File: src/rtl/bar_overlay.sv
// bar_overlay: per-pixel bar-graph hit test with frame-synchronous level shadows and a 2-stage priority pipeline.
// Optional outline drawing is compiled in with `define OUTLINE_MODE_EN.
module bar_overlay #(
   parameter int CH = 2,
   parameter int XW = 11,
   parameter int YW = 10,
   parameter logic [CH*XW-1:0] ORG_X = {11'd171, 11'd11},
   parameter logic [CH*YW-1:0] ORG_Y = {10'd11, 10'd11}
) (
   input  logic           clk,
   input  logic           reset,
   input  logic           en,
   input  logic           vs,
   input  logic           px_valid,
   input  logic [XW-1:0]  gr_x,
   input  logic [YW-1:0]  gr_y,
   input  logic [CH*XW-1:0] lvl_x,
   input  logic [CH*YW-1:0] lvl_y,
   input  logic           outline,
   output logic           out_valid,
   output logic           outg,
   output logic [1:0]     out_ch
);
   logic [XW-1:0] sh_x [CH];
   logic [YW-1:0] sh_y [CH];
   logic          sh_ol;
   logic [CH-1:0] hit, hit_q;
   logic          v1;
   logic [1:0]    win;

   // outline mode flag is latched together with the levels at frame start
   always_ff @(posedge clk or negedge reset)
      if (!reset) sh_ol <= 1'b0;
      else if (vs && en) sh_ol <= outline;

   for (genvar k = 0; k < CH; k++) begin : g_ch
      localparam logic [XW-1:0] OX = ORG_X[k*XW +: XW];
      localparam logic [YW-1:0] OY = ORG_Y[k*YW +: YW];
      localparam logic [XW-1:0] OXM1 = OX - XW'(1);
      logic fill;
      // shadow levels: reset to an empty bar, reload only at an enabled frame start
      always_ff @(posedge clk or negedge reset)
         if (!reset) begin
            sh_x[k] <= OXM1;
            sh_y[k] <= OY;
         end else if (vs && en) begin
            sh_x[k] <= lvl_x[k*XW +: XW];
            sh_y[k] <= lvl_y[k*YW +: YW];
         end
      // an inverted rectangle (level below origin) can never satisfy both bounds, so it is empty
      assign fill = gr_x >= OX && gr_x <= sh_x[k] && gr_y >= OY && gr_y <= sh_y[k];
`ifdef OUTLINE_MODE_EN
      assign hit[k] = fill && (!sh_ol || gr_x == OX || gr_x == sh_x[k] || gr_y == OY || gr_y == sh_y[k]);
`else
      assign hit[k] = fill;
`endif
   end

`ifndef OUTLINE_MODE_EN
   logic unused_ol;
   assign unused_ol = sh_ol;
`endif

   // stage 1: capture qualified hit vector; disabled or invalid pixels carry no hits
   always_ff @(posedge clk or negedge reset)
      if (!reset) begin
         v1    <= 1'b0;
         hit_q <= '0;
      end else begin
         v1    <= px_valid;
         hit_q <= (px_valid && en) ? hit : '0;
      end

   // lowest-index hit wins
   always_comb begin
      win = 2'd0;
      for (int i = CH - 1; i >= 0; i--) if (hit_q[i]) win = 2'(i);
   end

   // stage 2: registered priority result
   always_ff @(posedge clk or negedge reset)
      if (!reset) begin
         out_valid <= 1'b0;
         outg      <= 1'b0;
         out_ch    <= 2'd0;
      end else begin
         out_valid <= v1;
         outg      <= v1 && |hit_q;
         out_ch    <= v1 ? win : 2'd0;
      end
endmodule

File: config.mk
export PLATFORM = sky130hd
export DESIGN_NAME = bar_overlay
export DESIGN_NICKNAME = d
export VERILOG_FILES = /design/src/rtl/bar_overlay.sv
export SDC_FILE = /design/constraint.sdc
export NUM_CORES = 1
export LEC_CHECK = 0
export BUFFER_PORTS_ARGS = -buffer_cell sky130_fd_sc_hd__buf_4
export CAP_MARGIN = 20
export CORE_MARGIN = 1
export CORE_UTILIZATION = 59
export CTS_BUF_LIST = sky130_fd_sc_hd__clkbuf_8
export DETAILED_ROUTE_END_ITERATION = 10
export PLACE_DENSITY = 0.87
export SYNTH_ARGS = -nofsm -noshare
export SYNTH_HDL_FRONTEND = slang
export SYNTH_SLANG_ARGS = --single-unit
File: constraint.sdc
create_clock -name clk -period 2.5 [get_ports clk]
set_input_delay 0.375 -clock clk [delete_from_list [all_inputs] [get_ports clk]]
set_output_delay 0.375 -clock clk [all_outputs]
set_load 0.03 [all_outputs]
==> results.py <==
metrics = {
    "layout": {
        "final_cell_mix": "71 x buf_4, 44 x inv_1, 42 x mux2_2, 42 x ha_1, 36 x dfrtp_1",
        "insertedDiodeCount": 0,
        "drive_gt1_share_pct": 40.79,
        "post-route-util_pct": 78.78,
        "area_delta_synth_final_pct": 23.84,
        "fill_cells": 313,
        "nNetsFinal": 441,
        "mostFrequentLayoutCell": "buf_4",
        "fin_area_um2": 3548,
    },
    "synth": {
        "synthMuxAreaShare_pct": 16.51,
        "syn_area_um2": 2865,
        "synth_flop_cell": "dfrtp_1",
        "yosysTopAreaCell": "dfrtp_1",
        "synth.distinct_cells": 32,
        "ys_top_cells_by_area": "dfrtp_1 31%, ha_1 18%, mux2_2 17%",
        "synth-simple-area-share_pct": 6.900,
        "avgSynthCellArea_um2": 11.15,
        "yosys.area_share.adder_pct": 18.34,
        "async_flop_share_pct": 100.0,
        "synth-edff-count": 0,
        "synth_top_area_share_pct": 31.44,
        "synth_nets": 368,
        "yosysWarnings": 0,
        "synth-xor-area-share_pct": 0,
        "synth_seq_cells": 48,
        "synth_compound_gate_area_share_pct": 9.258,
        "synth_top_family_by_area": "adder cells",
        "yosysSeqAreaShare_pct": 42.45,
        "synthCells": 257,
    },
    "floorplanning": {
        "core-area_um2": 4504,
        "die_area_um2": 5139,
        "die_h_um": 71.69,
        "fp-row-count": 24,
        "initial_core_util_pct": 63.61,
        "die_w_um": 71.69,
        "ios": 73,
    },
    "clock_tree": {
        "clkSinkCount": 48,
        "htreeDepth": 2,
        "post_cts_buffers": 0,
        "clockBufferDepth": 2,
        "root_buffer": "clkbuf_8",
        "postCtsHoldBufs": 0,
        "cts-buffers-inserted": 5,
        "clock_latency_ns": 0.30,
        "clkSlewWorstSetupHoldPaths_ns": 0.09,
        "cts_resized": 0,
        "cts_tree": "done",
    },
    "timing": {
        "worst_slew_pin_slew_ns": 0.5854,
        "fin_skew_ns": 0.004615,
        "rsz0062_at_grt": "false",
        "clock.fmax_mhz": 574.4,
        "tns_ns": 0,
        "report.final.slew_viol_count": 0,
        "fin_crit_sh_pct": 69.63,
        "maxSlewHeadroom_pct": 60.97,
        "setup_viol": 0,
        "worst_slack_ns": 0.7591,
        "fin_crit_ns": 1.741,
        "hold_viol": 0,
    },
    "power": {
        "p_switching_mw": 0.5692,
        "power.leakage_nw": 1.839,
        "pwr-share-seq_pct": 46.5,
        "p_int_mw": 1.492,
        "p_clk_share_pct": 26.5,
        "power_density_nw_per_um2": 581.0,
        "combPwrFrac_pct": 27.0,
        "finalPower_mw": 2.061,
        "vdd_ir_drop_max_uv": 392.4,
        "p_sw_share_pct": 27.61,
    },
    "routing": {
        "first_pass_iters": 4,
        "wl_per_cell_um": 15.18,
        "drc": 0,
        "via_per_inst": 5.603,
        "initialDrtViolationCount": 72,
        "wl_um": 5813,
        "antenna_left": 0,
        "vias": 2146,
    },
    "place": {
        "post_dp_cell_area_um2": 3441,
        "io_buffers": 70,
        "place_ws_ns": 0.6157,
        "dp_hpwl_um": 4531,
        "place_congestion": 0.7926,
    },
    "job": {
        "maxCapViolCount": 0,
    },
    "setup_path": {
        "rr_worst_depth": 7,
        "worstPathRequired_ns": 2.68,
        "worstPathMaxFanout": 2,
        "timing.rr.start": "sh_y[19]",
        "end_kind": "register",
        "worstSetupStartpointType": "register",
        "ff2ff_setup_slack_ns": 0.76,
        "arrival_ns": 1.92,
        "crit_end": "hit_q[0]",
        "critPathKind": "register to register",
        "critPathLaunch": "sh_y[19]",
        "reg2reg_to": "hit_q[0]",
    },
    "global_routing": {
        "grt_max_degree": 49,
        "overflow": 0,
        "grt_pass1_wl_um": 9742,
        "antenna_found_initial": 0,
        "grt_use_total_pct": 24.47,
        "grt_pass1_vias": 2232,
    },
    "min_path": {
        "hold_class": "input pin to async pin",
    },
    "status": {
        "status": "finished clean",
    },
}
worst max-delay path: stages, from the launching register on:
cell and delay (ns):
dfrtp_1 0.36, inv_1 0.07, ha_1 0.31, nand4_1 0.13
nor3_1 0.34, a221oi_1 0.14, a32oi_1 0.21, a211oi_1 0.07
routing by layer:
layer	track usage (%)	vias to the layer above	share of wire (%)
li1	-	1051	-
met1	30.10	1031	43
met2	43.71	55	51
met3	4.641	9	4.1
met4	7.190	0	1.4
met5	0	-	0
final cells by class:
| class | instances | area [um^2] | share of cell area, % |
|---|---|---|---|
| Inverter | 43 | 161.4 | 4.549 |
| Timing Repair Buffer | 71 | 533.0 | 15.02 |
| Tap cell | 52 | 65.06 | 1.834 |
| Clock buffer | 5 | 68.82 | 1.939 |
| Clock inverter | 3 | 38.79 | 1.093 |
| Multi-Input combinational cell | 161 | 1465 | 41.29 |
| Sequential cell | 48 | 1216 | 34.27 |
kinds of logic (layout without fill, tap and decap cells):
kind of cell / count (synthesis) / count (layout)
buffers and inverters: 48 / 122
other: 1 / 1
AO/OA/AOI/OAI: 40 / 40
AND/OR/NAND/NOR: 36 / 36
flip-flops: 48 / 48
adder cells (fa/ha/maj): 42 / 42
multiplexers: 42 / 42
state kept, by name (all words and copies together) (netlist names):
signal / flops
hit_q: 2
out_ch: 1
out_valid: 1
outg: 1
sh_x: 22
sh_y: 20
v1: 1
worst min-delay path by stage:
stage	start	to	slack, ns	depth (start not counted)
after detailed placement	v1	out_valid	0.39	0
after global routing	reset	sh_x[10]	0.12	1
after CTS	reset	sh_x[10]	0.09	1
final	reset	sh_x[10]	0.06	1
after global placement	v1	out_valid	0.38	0
after floorplan	reset	hit_q[0]	0.08	0
cell usage after synthesis (all sizes together), types with 2 or more instances:
| cell type | n |
|---|---|
| buf | 5 |
| o21ai | 8 |
| o21a | 2 |
| a21o | 6 |
| a211oi | 5 |
| nand2 | 6 |
| nand3 | 3 |
| mux2 | 42 |
| nor2 | 7 |
| ha | 42 |
| nor3 | 4 |
| or3 | 2 |
| dfrtp | 36 |
| inv | 43 |
| a21oi | 12 |
| dfstp | 12 |
| nand4 | 9 |
power groups by stage:
stage	clock, mW	combinational, mW	sequential [mW]
after floorplan	0	0.351	0.960
after global placement	0	0.520	0.966
after detailed placement	0	0.551	0.974
after CTS	0.561	0.560	0.959
after global routing	0.583	0.625	0.973
final	0.547	0.556	0.959
stage by stage:
stage	std cells	hold WS [ns]
CTS	383	0.09068
finish	383	0.06373
detailed placement	375	0.3924
global placement	375	0.3756
floorplan	257	0.07941
global route	383	0.1170
No activity file was read; power rests on OpenSTA's default activity.
